<file path="src/rtl/sseg_scan_ctrl.sv">
// Digit-scan controller for a four-digit seven-segment driver: refresh prescaler,
// digit select, leading-zero blanking and frame-synchronous double-buffered value updates.
module sseg_scan_ctrl #(
    parameter int unsigned REFRESH_DIV = 100000,
    parameter bit          BLANK_EN    = 1'b1
) (
    input  logic        clk,
    input  logic        rst,
    input  logic [15:0] value,
    input  logic        load,
    output logic [1:0]  digit_sel,
    output logic [3:0]  nibble,
    output logic        blank,
    output logic        frame_tick,
    output logic        pending
);

    localparam int unsigned PRESC_W = (REFRESH_DIV > 1) ? $clog2(REFRESH_DIV) : 1;
    localparam logic [PRESC_W-1:0] PRESC_LAST = PRESC_W'(REFRESH_DIV - 1);
    localparam logic [1:0] LAST_DIGIT = 2'd3;

    logic [PRESC_W-1:0] presc;
    logic [15:0]        shadow;
    logic [15:0]        pend_reg;
    logic               terminal_c;
    logic               boundary_c;

    // A frame ends on the terminal prescaler cycle of the last digit.
    assign terminal_c = (presc == PRESC_LAST);
    assign boundary_c = terminal_c && (digit_sel == LAST_DIGIT);

    // Refresh prescaler and digit scan.
    always_ff @(posedge clk) begin
        if (rst) begin
            presc      <= '0;
            digit_sel  <= 2'd0;
            frame_tick <= 1'b0;
        end else begin
            frame_tick <= boundary_c;
            if (terminal_c) begin
                presc     <= '0;
                digit_sel <= digit_sel + 2'd1;
            end else begin
                presc     <= presc + PRESC_W'(1);
            end
        end
    end

    // Double buffer: a load at the boundary bypasses the pending slot entirely.
    always_ff @(posedge clk) begin
        if (rst) begin
            shadow   <= 16'h0000;
            pend_reg <= 16'h0000;
            pending  <= 1'b0;
        end else if (boundary_c) begin
            if (load) begin
                shadow <= value;
            end else if (pending) begin
                shadow <= pend_reg;
            end
            pending <= 1'b0;
        end else if (load) begin
            pend_reg <= value;
            pending  <= 1'b1;
        end
    end

    // Digit data and leading-zero detection, straight from the registered state.
    always_comb begin
        nibble = 4'h0;
        blank  = 1'b0;
        case (digit_sel)
            2'd0: begin
                nibble = shadow[3:0];
                blank  = 1'b0;
            end
            2'd1: begin
                nibble = shadow[7:4];
                blank  = BLANK_EN && (shadow[15:4] == 12'h000);
            end
            2'd2: begin
                nibble = shadow[11:8];
                blank  = BLANK_EN && (shadow[15:8] == 8'h00);
            end
            default: begin
                nibble = shadow[15:12];
                blank  = BLANK_EN && (shadow[15:12] == 4'h0);
            end
        endcase
    end

endmodule

</file>
<file path="config.mk">
export PLATFORM = sky130hd
export DESIGN_NAME = sseg_scan_ctrl
export DESIGN_NICKNAME = d
export VERILOG_FILES = /design/src/rtl/sseg_scan_ctrl.sv
export SDC_FILE = /design/constraint.sdc
export NUM_CORES = 1
export LEC_CHECK = 0
export ABC_AREA = 1
export BUFFER_PORTS_ARGS = -buffer_cell sky130_fd_sc_hd__clkbuf_2
export CORE_ASPECT_RATIO = 1.25
export CORE_MARGIN = 3
export CORE_UTILIZATION = 63
export DETAILED_ROUTE_END_ITERATION = 8
export PLACE_DENSITY_LB_ADDON = 0.08
export SLEW_MARGIN = 20
export SYNTH_ARGS = -nofsm -noshare
export SYNTH_HDL_FRONTEND = slang
export SYNTH_SLANG_ARGS = --single-unit
export TNS_END_PERCENT = 100
</file>
<file path="constraint.sdc">
create_clock -name clk -period 2.4 [get_ports clk]
set_input_delay 0.24 -clock clk [delete_from_list [all_inputs] [get_ports clk]]
set_output_delay 0.24 -clock clk [all_outputs]
set_load 0.1 [all_outputs]
</file>
* After elaboration in Yosys (flattened, before gate mapping) *
Index checks and enable logic that the tools add are counted.

word-level totals
  flip-flop bits (word level) = 53
  input bits = 19
  logic and storage cells = 27
  output and inout bits = 9

operators by class
  add/sub/neg operators = 2
  muxes and demuxes = 4
  equal/unequal tests = 4
  reductions and logical operators = 10
  bitwise logic cells = 1

operator list
  cell                                                  count
  two-way mux 16 bit                                    2
  adder 17 x 1 -> 17 bit (second input constant)        1
  equality test 17 bit (second input constant)          1
  logical NOT 12 bit                                    1
  case mux 4 bit (3 select lines)                       1
  logical NOT 8 bit                                     1
  equality test 2 bit (second input constant)           2
  logical NOT 4 bit                                     1
  AND reduction 2 bit                                   2
  OR reduction 2 bit                                    2
  case mux 1 bit (3 select lines)                       1
  adder 2 x 1 -> 2 bit (second input constant)          1
  equality test 2 x 1 -> 1 bit (second input constant)  1
  logical NOT 2 bit                                     1
  nonzero test 2 bit                                    1
  logical AND 1 bit                                     1
  NOT 1 bit                                             1

* Depth between registers and ports, before layout *
  word-level depth = 4
  gate-level depth with buffers = 10
  gate-level depth less buffers = 9

* Least setup slack after synthesis *
Ideal clock, no wire load.

  kind = register -> output
  from = reg digit_sel[0]
  to = out blank
  stages on the path, launching flop included = 6
  slack = -977 ps
  path buffers = 0
  arrival = 3137 ps
  required time = 2160 ps
  cell sequence = dfxtp_1 ha_1 nand3_1 nor3_1 o21ai_0 a21oi_1

between the ends
  word-level cells in the longest chain between the ends = 2
  elaborated cells between the ends (all ways) = 4
  those cells by class = eq/ne (2); mux (1); reduce/logical (1)

ends and longest elaborated chain
  what                                         line  RTL
  from (decl)                                  11    output logic [1:0] digit_sel,
  from (signal assigned)                       42    digit_sel <= digit_sel + 2'd1;
  equality test 2 bit (tied with other cells)  72    case (digit_sel)
  case mux 1 bit (3 select lines) (*)          72
  to (decl)                                    13    output logic blank,

Mark *: on every way between the ends. The rest lies on a longest branch, timed or not.

* Worst setup path after layout *
  from = reg digit_sel[1]
  to = out blank

The elaborated chain is that of the path after synthesis.

==> results.cfg <==
[logic_synthesis]
synth_edf_count = 0
yosysWarnings = 0
ys_ff_latch = 53
synthDistinctLibCells = 36
synth-async-reset-ratio = 0
netlist_instances = 406
yosysSeqAreaShare = 0.365
synth.net_count = 431
syn_area_sq_um = 2910
syn_avg_cell_area_sq_um = 7.16
synth.largest_area_cell = dfxtp_1
yosysTopAreaCellShare = 0.365
ys.flop_type = dfxtp_1
synth_area_leaders = dfxtp_1, inv_1, nand2_1, nor2_1, mux2i_1

[setup_path]
crit_start = digit_sel[1]$_SDFFE_PP0P_
critPathMaxStageDelay_ps = 430
critPathArrivalTime_ps = 2010
cp_num_cells = 7
cp-start-kind = flop
r2r-start = presc[0]$_SDFF_PP0_
cpMaxStageDelayCell = buf_2
end_kind = output pin
path_buf_inv = 2
endpoint = blank
cpLargestDelayFamily = buffers and inverters
crit_type = flop to output pin
critical_path.cell_chain = inv_1, ha_1, nand3_1, nor3_1, o21ai_0, a21oi_4, buf_2
crit_fanout = 6
worstPathRequired_ps = 2160
r2r_setup_slack_ps = 650
worstRegToRegCells = 9
reg2reg_to = shadow[12]$_SDFFE_PP0P_

[route]
wl_per_cell_um = 11.6
wirelength_um = 5620
drcViolationCount = 0
via_count = 2514
first_pass_iters = 4
drtIter0Drc = 168
ant_nets = 0
viasPerCell = 5.18

[sta]
hold_violations = 0
setup_viol = 0
period_needed_ps = 2250
fmax_mhz = 444
finalHoldWorstSlack_ps = 104
finalCritPeriodShare = 0.938
clock_skew_ps = 3.84
worst_pin_slew_ps = 546
slew_headroom = 0.638
slew_violations = 0

[run_status]
status = finished, final reports clean

[run]
drv_cap = 0

[layout]
multi_input_area_sq_um = 1560
layout_common_cells = inv_1, nand2_1, nor2_1, dfxtp_1, nand3_1
layout-drive-gt1-share = 0.176
nets = 451
fill_cells = 377
final_cells = 485
largest_reg_flops = 17
area_growth_pct = 10.5
final_common_cell = inv_1
fin_area_sq_um = 3210
fin_util = 0.726
ff_latch_area_sq_um = 1060
antenna_cells = 0

[clock_network]
root_buffer = clkbuf_8
cts_tree = built
path_clk_slew_ps = 90
cts_buffers = 5
insertion_delay_ps = 300
cts.sinks = 53
htree_num_levels = 2
clockBufferDepth = 2
cts_setup_buffers = 0

[grt]
antenna_found_initial = 0
grt_max_degree = 36
grt_pass1_vias = 2141
gr-total-overflow = 0
grt_pass1_wl_um = 9310
grt_use_total = 0.217

[min_path]
holdPathStages = 2
worstHoldPathType = primary input to flop

[floorplanning]
die-area_sq_um = 5470
start_util = 0.657
ioPinCount = 28
die_w_um = 66.8
num_rows = 27
core_area_sq_um = 4430
die_height_um = 82.0

[pwr]
p_clk_frac = 0.313
p_comb_frac = 0.091
switching_share = 0.243
peakVddDrop_uv = 445
p_total_mw = 1.53
p_switching_mw = 0.373
p_per_area_nw_per_um2 = 477
pwr-share-seq = 0.596
power.internal_mw = 1.16
leakage_nw = 1.46

[placement]
hpwl_um = 4100
port_buffers = 27
placed_area_sq_um = 3100
place_congestion = 0.881
dp_cells = 477
power by group through the flow:
stage,Clock (mW),Combinational [mW],Sequential [mW]
after floorplan,0,0.0961,0.941
after global placement,0,0.137,0.934
after detailed placement,0,0.140,0.935
after CTS,0.498,0.140,0.914
after global routing,0.534,0.159,0.918
final,0.479,0.140,0.914
cell families after synthesis:
logic type	count (synthesis)	share of synthesized area
AO/OA/AOI/OAI	40	0.0753
XOR/XNOR	8	0.0241
adder cells (fa/ha/maj)	6	0.0258
buffers and inverters	87	0.126
flip-flops	53	0.365
multiplexers	16	0.0551
AND/OR/NAND/NOR	196	0.329
how the worst min path moves through the flow:
stage / startpoint / endpoint / slack (ps)
global placement: rst / frame_tick$_SDFF_PP0_ / 420
global route: rst / frame_tick$_SDFF_PP0_ / 100
floorplan: rst / frame_tick$_SDFF_PP0_ / 310
finish: rst / frame_tick$_SDFF_PP0_ / 100
detailed placement: rst / frame_tick$_SDFF_PP0_ / 420
CTS: rst / frame_tick$_SDFF_PP0_ / 100
area by class of cell:
cell class,count,area share
Multi-Input combinational cell,266,0.485
Sequential cell,53,0.331
Inverter,68,0.0794
Timing Repair Buffer,32,0.0568
Clock buffer,6,0.0226
Tap cell,58,0.0226
Clock inverter,2,0.00311
per-stage QoR:
step | TNS (ps) | setup slack (ps)
finish | 0 | 149
global route | -0.387 | -0.387
CTS | 0 | 36.3
detailed placement | 0 | 286
global placement | 0 | 387
floorplan | 0 | 40.4
routing by layer:
layer / routed length [um] / vias to the layer above / global-route usage
li1: - / 1327 / -
met1: 2780 / 1129 / 0.306
met4: 55 / 0 / 0.0549
met5: 0 / - / 0
met2: 2560 / 53 / 0.339
met3: 233 / 5 / 0.0397
Yosys cell counts, types with 2 or more instances:
library cell and count:
nor2_2 2, buf_4 3, nand3_4 2, o21ai_0 6, buf_2 5, a221oi_1 4
nor3_1 5, buf_6 3, nor2_1 57, nand2_1 62, clkbuf_1 7, xor2_1 7
nand2_2 11, ha_1 6, a21oi_1 27, mux2i_1 16, nand3_1 26, dfxtp_1 53
inv_2 3, nand4_1 20, o21ai_1 2, or2_0 2, inv_1 64
repair_timing:
item                                   in CTS  in global routing
gates resized for setup                     3                  5
hold buffers                                0                  0
setup endpoints to repair                   3                  3
endpoints found under the hold margin       0                  0
Power figures use the tool's default switching activity.
